[config.mk]
export PLATFORM = sky130hd
export DESIGN_NAME = led_seq_ctrl_flat
export DESIGN_NICKNAME = d
export VERILOG_FILES = /design/src/rtl/led_pkg.sv /design/src/rtl/led_seq_ctrl_if.sv /design/src/rtl/tick_gen.sv /design/src/rtl/led_seq_ctrl.sv /design/src/flat_wrapper.sv
export SDC_FILE = /design/constraint.sdc
export NUM_CORES = 1
export LEC_CHECK = 0
export BUFFER_PORTS_ARGS = -buffer_cell sky130_fd_sc_hd__buf_2
export CORE_MARGIN = 8
export CORE_UTILIZATION = 50
export DETAILED_ROUTE_END_ITERATION = 8
export GPL_TIMING_DRIVEN = 0
export PLACE_DENSITY = 0.78
export SLEW_MARGIN = 20
export SYNTH_ARGS = -nofsm -noshare
export SYNTH_HDL_FRONTEND = slang
export SYNTH_SLANG_ARGS = --single-unit
[constraint.sdc]
create_clock -name CLOCK_50 -period 3.2 [get_ports CLOCK_50]
set_clock_uncertainty 0.1 [all_clocks]
set_input_delay 0.64 -clock CLOCK_50 [delete_from_list [all_inputs] [get_ports CLOCK_50]]
set_output_delay 0.64 -clock CLOCK_50 [all_outputs]
set_load 0.005 [all_outputs]
[src/rtl/led_pkg.sv]
// Shared constants for the LED sequencer: mode encodings, seed patterns, default divider.
package led_pkg;

  typedef enum logic [1:0] {
    MODE_BLINK  = 2'd0,
    MODE_SHIFT  = 2'd1,
    MODE_BOUNCE = 2'd2,
    MODE_FILL   = 2'd3
  } mode_e;

  // One step per second at 50 MHz.
  localparam int unsigned DIV_DEFAULT = 50000000;

  localparam logic [7:0] SEED_BLINK = 8'hFF;
  localparam logic [7:0] SEED_OTHER = 8'h01;

  // BOUNCE direction flag encoding.
  localparam logic DIR_LEFT  = 1'b0;
  localparam logic DIR_RIGHT = 1'b1;

  // Pattern loaded when a mode is (re)applied.
  function automatic logic [7:0] seed_of(mode_e m);
    return (m == MODE_BLINK) ? SEED_BLINK : SEED_OTHER;
  endfunction

endpackage

[src/rtl/led_seq_ctrl_if.sv]
// Request/status bundle between a mode controller and the LED sequencer.
interface led_seq_ctrl_if;
  logic [1:0] mode_req;
  logic       mode_valid;
  logic       pause;
  logic [7:0] LEDG;
  logic [1:0] mode_o;
  logic       pending_o;

  modport master (
    output mode_req, mode_valid, pause,
    input  LEDG, mode_o, pending_o
  );

  modport slave (
    input  mode_req, mode_valid, pause,
    output LEDG, mode_o, pending_o
  );
endinterface

[src/rtl/tick_gen.sv]
// Step divider: counts 0..DIV-1 and flags the last count as a one-cycle tick.
module tick_gen #(
  parameter int unsigned DIV = 50000000
) (
  input  logic CLOCK_50,
  input  logic RST_N,
  input  logic pause,
  output logic tick
);

  localparam int unsigned W = (DIV > 1) ? $clog2(DIV) : 1;
  localparam logic [W-1:0] LAST = W'(DIV - 1);

  logic [W-1:0] cnt_q, cnt_d;

  // Tick only while running; a paused counter never fires.
  assign tick = !pause && (cnt_q == LAST);

  // Advance and wrap, or hold while paused.
  always_comb begin
    cnt_d = cnt_q;
    if (!pause) cnt_d = (cnt_q == LAST) ? '0 : cnt_q + 1'b1;
  end

  // Count register; reset discards any partial step.
  always_ff @(posedge CLOCK_50 or negedge RST_N) begin
    if (!RST_N) cnt_q <= '0;
    else        cnt_q <= cnt_d;
  end

endmodule

[src/rtl/led_seq_ctrl.sv]
// LED pattern sequencer: mode/pending bookkeeping and per-step pattern update.
module led_seq_ctrl
  import led_pkg::*;
#(
  parameter int unsigned DIV = DIV_DEFAULT
) (
  input logic           CLOCK_50,
  input logic           RST_N,
  led_seq_ctrl_if.slave bus
);

  logic       tick;
  logic [7:0] led_q, led_d;
  mode_e      mode_q, mode_d;
  mode_e      pend_q, pend_d;
  logic       pend_vld_q, pend_vld_d;
  logic       dir_q, dir_d;
  mode_e      req;

  assign req = mode_e'(bus.mode_req);

  tick_gen #(.DIV(DIV)) u_tick_gen (
    .CLOCK_50 (CLOCK_50),
    .RST_N    (RST_N),
    .pause    (bus.pause),
    .tick     (tick)
  );

  // Next-state: a tick applies a request (same-cycle request first, then the
  // stored one) or advances the pattern; off-tick requests only update pending.
  always_comb begin
    led_d      = led_q;
    mode_d     = mode_q;
    pend_d     = pend_q;
    pend_vld_d = pend_vld_q;
    dir_d      = dir_q;
    if (tick) begin
      pend_vld_d = 1'b0;
      if (bus.mode_valid || pend_vld_q) begin
        mode_d = bus.mode_valid ? req : pend_q;
        led_d  = seed_of(mode_d);
        dir_d  = DIR_LEFT;
      end else begin
        unique case (mode_q)
          MODE_BLINK: led_d = ~led_q;
          MODE_SHIFT: led_d = {led_q[6:0], led_q[7]};
          MODE_BOUNCE: begin
            if (dir_q == DIR_LEFT) begin
              if (led_q == 8'h80) begin
                led_d = 8'h40;
                dir_d = DIR_RIGHT;
              end else begin
                led_d = led_q << 1;
              end
            end else begin
              if (led_q == 8'h01) begin
                led_d = 8'h02;
                dir_d = DIR_LEFT;
              end else begin
                led_d = led_q >> 1;
              end
            end
          end
          MODE_FILL: begin
            if (led_q == 8'hFF)      led_d = 8'h00;
            else if (led_q == 8'h00) led_d = 8'h01;
            else                     led_d = {led_q[6:0], 1'b1};
          end
          default: led_d = led_q;
        endcase
      end
    end else if (bus.mode_valid) begin
      // Last request wins until the next tick.
      pend_d     = req;
      pend_vld_d = 1'b1;
    end
  end

  // State registers with asynchronous reset to the idle BLINK state.
  always_ff @(posedge CLOCK_50 or negedge RST_N) begin
    if (!RST_N) begin
      led_q      <= 8'h00;
      mode_q     <= MODE_BLINK;
      pend_q     <= MODE_BLINK;
      pend_vld_q <= 1'b0;
      dir_q      <= DIR_LEFT;
    end else begin
      led_q      <= led_d;
      mode_q     <= mode_d;
      pend_q     <= pend_d;
      pend_vld_q <= pend_vld_d;
      dir_q      <= dir_d;
    end
  end

  assign bus.LEDG      = led_q;
  assign bus.mode_o    = mode_q;
  assign bus.pending_o = pend_vld_q;

endmodule

[src/flat_wrapper.sv]
// flat-port wrapper written by rule: the top's interface ports become plain ports
module led_seq_ctrl_flat import led_pkg::*;
#(
  parameter int unsigned DIV = DIV_DEFAULT
)
  (CLOCK_50, RST_N, bus_mode_req, bus_mode_valid, bus_pause, bus_LEDG, bus_mode_o, bus_pending_o);
  led_seq_ctrl_if bus_i ();
  input logic CLOCK_50;
  input logic RST_N;
  input wire logic [$bits(bus_i.mode_req)-1:0] bus_mode_req;
  input wire logic [$bits(bus_i.mode_valid)-1:0] bus_mode_valid;
  input wire logic [$bits(bus_i.pause)-1:0] bus_pause;
  output wire logic [$bits(bus_i.LEDG)-1:0] bus_LEDG;
  output wire logic [$bits(bus_i.mode_o)-1:0] bus_mode_o;
  output wire logic [$bits(bus_i.pending_o)-1:0] bus_pending_o;
  assign bus_i.mode_req = bus_mode_req;
  assign bus_i.mode_valid = bus_mode_valid;
  assign bus_i.pause = bus_pause;
  assign bus_LEDG = bus_i.LEDG;
  assign bus_mode_o = bus_i.mode_o;
  assign bus_pending_o = bus_i.pending_o;
  led_seq_ctrl #(.DIV(DIV)) u_core (.CLOCK_50(CLOCK_50), .RST_N(RST_N), .bus(bus_i));
endmodule
==> results.md <==
* CP startpoint kind: flip-flop
* Net Sw Frac at 24.8%
* Clock power frac at 37.4%
* N_diodes at 0
* DRC at 0
* Post-synth top area share at 46.2%
* Static Leak at 0.00105 uW
* Share of cells above drive strength 1 at 12.9%
* VDD IR max at 307 uV
* R2r setup slk at 0.61 ns
* Fill count at 373
* Full die area at 6700 sq um
* Placed cell count at 299
* Syn nets at 238
* Crit path arrival time at 2.62 ns
* FP Rows at 24
* Logic pwr share at 9.3%
* Die Wd at 81.8 um
* Status: completed
* Crit. End Element: flip-flop
* Top cells by area, synth: dfrtp_1 (46%), nor2_1 (5.4%), xnor2_1 (5.3%)
* Hold violation count in the final report at 0
* DRT Pass-1 Iters at 4
* Main synth FF type: dfrtp_1
* Max stage delay on crit path at 0.77 ns
* Mapped Cells at 231
* Async set-reset flop share out of synthesis at 100%
* Slew at the pin with the worst max-slew slack at 0.869 ns
* Max-Slew Margin vs Limit at 41.7%
* Number of global-route vias before repair at 1596
* Post CTS Setup Buffer Count at 0
* GR Overflow Total at 0
* CTS resizes at 0
* Crit path required time at 3.23 ns
* Crit-path cells: or4_1 > nor3_1 > nand4bb_1 > a211oi_1 > a22oi_1
* Post-synth EDFFs at 0
* Worst hold path class: input pin to asynchronous set/reset pin
* Ports at 17
* Synth-to-Final Area Change at 11.8%
* Gr usage total at 13.9%
* Root buffer cell: clkbuf_8
* Worst-path maximum fanout at 7
* Mean routed wirelength per cell at 14.1 um
* Syn avg cell area at 9.38 sq um
* RD Place Congestion at 0.869
* Synth Register Bits at 40
* CTS tree: built
* Most frequent cell after synthesis: dfrtp_1
* Input/output buffers at 16
* Initial Utilization at 50.8%
* Hold-fix buffers, CTS at 0
* Clock transition at the registers of the reported paths at 0.08 ns
* Pwr/cell area at 451 nW/um^2
* Distinct cell type count after synthesis at 45
* CP Class: flip-flop to flip-flop
* Switching power at 271 uW
* Final Slew Violations at 0
* Largest net degree at the start of global routing at 41
* Cts bufs inserted at 5
* RSZ-0062 raised after global routing: no
* # H-tree levels at 2
* Total Nets Final at 261
* Vias at 1770
* Die height at 81.8 um
* CP max stage cell: a211oi_1
* Antenna violations before repair at 0
* Max_cap viols at 0
* Insertion delay to the later sink of the worst-skew pair at 0.30 ns
* P_int at 823 uW
* Commonest cells post-synth: dfrtp_1 (40), nor2_1 (31), a21oi_1 (19)
* CTS Sinks at 40
* Endpoints failing setup at 0
* Sequential fraction of design power at 53.3%
* Post-synth top area cell: dfrtp_1
* Sequential fraction of the synthesis area at 46.2%
* Final Cycle Share at 80.9%
* Synthesized area at 2170 sq um
* Max clock buf depth at 2
* F_max at 386 MHz
* Final cell count without fillers at 307
* CORE AREA at 4260 sq um
* DP HPWL at 3.06 mm
* Starting DRT DRC Count at 69
* Yosys warns at 0
* Final wirelength at 4.32 mm
* Fin crit period at 2.59 ns
* First-pass GRT wire length at 7.28 mm
* Setup TNS at 0 ns
* Post-DRT Antenna Nets at 0
* Drt via density at 5.77
==> power groups by stage <==
stage                     clock network (uW)  logic [uW]  registers [uW]
after floorplan                            0        73.5             582
after global routing                     440         121             590
after CTS                                422         105             582
after global placement                     0         102             591
final                                    409         102             583
after detailed placement                   0         106             591
==> worst max-delay path: cells and delay by family, from the launching register on <==
kind / cells / cell delay (ns)
and+or+nand+nor: 3 / 1.00
AOI/OAI and AO/OA: 2 / 0.91
DFF: 1 / 0.41
==> logic make-up after synthesis <==
family	Yosys count	synth area share (%)
AND/OR/NAND/NOR	106	27.0
adder cells (fa/ha/maj)	1	0.577
AO/OA/AOI/OAI	43	12.6
multiplexers	6	3.12
buffers and inverters	16	2.89
flip-flops	40	46.2
XOR/XNOR	19	7.68
==> final timing paths <==
check | end | start | cells past startpoint
min in group CLOCK_50 | u_core.u_tick_gen.cnt_q[4] | u_core.u_tick_gen.cnt_q[4] | 1
worst min register to register | u_core.u_tick_gen.cnt_q[4] | u_core.u_tick_gen.cnt_q[4] | 1
max in group asynchronous | u_core.u_tick_gen.cnt_q[6] | RST_N | 1
worst max register to register | u_core.bus.LEDG[5] | u_core.u_tick_gen.cnt_q[8] | 5
worst max-delay path | u_core.bus.LEDG[5] | u_core.u_tick_gen.cnt_q[8] | 5
worst min-delay path | u_core.bus.LEDG[2] | RST_N | 1
==> cell usage in the layout, fill, tap and decap left out, drive strengths merged, types with 7 or more instances in the layout <==
| cell | n |
|---|---|
| nor3 | 7 |
| a21oi | 19 |
| nand4 | 8 |
| dfrtp | 40 |
| buf | 18 |
| xnor2 | 13 |
| nor2 | 31 |
| nand3 | 10 |
| clkbuf | 13 |
| nand2 | 16 |
==> layout make-up <==
| class | instances | area [sq um] | share of cell area (%) |
|---|---|---|---|
| Clock buffer | 5 | 68.8 | 2.84 |
| Inverter | 6 | 22.5 | 0.929 |
| Clock inverter | 3 | 42.5 | 1.76 |
| Tap cell | 52 | 65.1 | 2.68 |
| Buffer | 10 | 40.0 | 1.65 |
| Timing Repair Buffer | 16 | 80.1 | 3.30 |
| Sequential cell | 40 | 1000 | 41.3 |
| Multi-Input combinational cell | 175 | 1100 | 45.5 |
==> routing by layer <==
layer / vias up / GRT usage, % / wire [um]
met1: 854 / 17.6 / 2050
met3: 5 / 4.05 / 217
met4: 0 / 5.61 / 59
met2: 33 / 21.9 / 2000
met5: - / 0 / 0
li1: 878 / - / -
==> per-stage QoR <==
step                power (uW)  hold slack, ns  instance area [sq um]  util (%)  setup WS, ns
global route              1150           0.405                   2420      56.8         0.392
finish                    1090           0.344                   2420      56.8         0.612
detailed placement         697           0.369                   2310      54.2         0.638
floorplan                  655           0.244                   2170         -         0.982
CTS                       1110           0.386                   2420      56.8         0.639
global placement           693           0.369                   2310      54.2         0.627
==> registers in the layout, summed over array words and instances, names as in the netlist <==
register / cells
u_core.pend_q: 2
u_core.bus.pending_o: 1
u_core.dir_q: 1
u_core.bus.LEDG: 8
u_core.bus.mode_o: 2
u_core.u_tick_gen.cnt_q: 26
No activity file was read; power rests on OpenSTA's default activity.
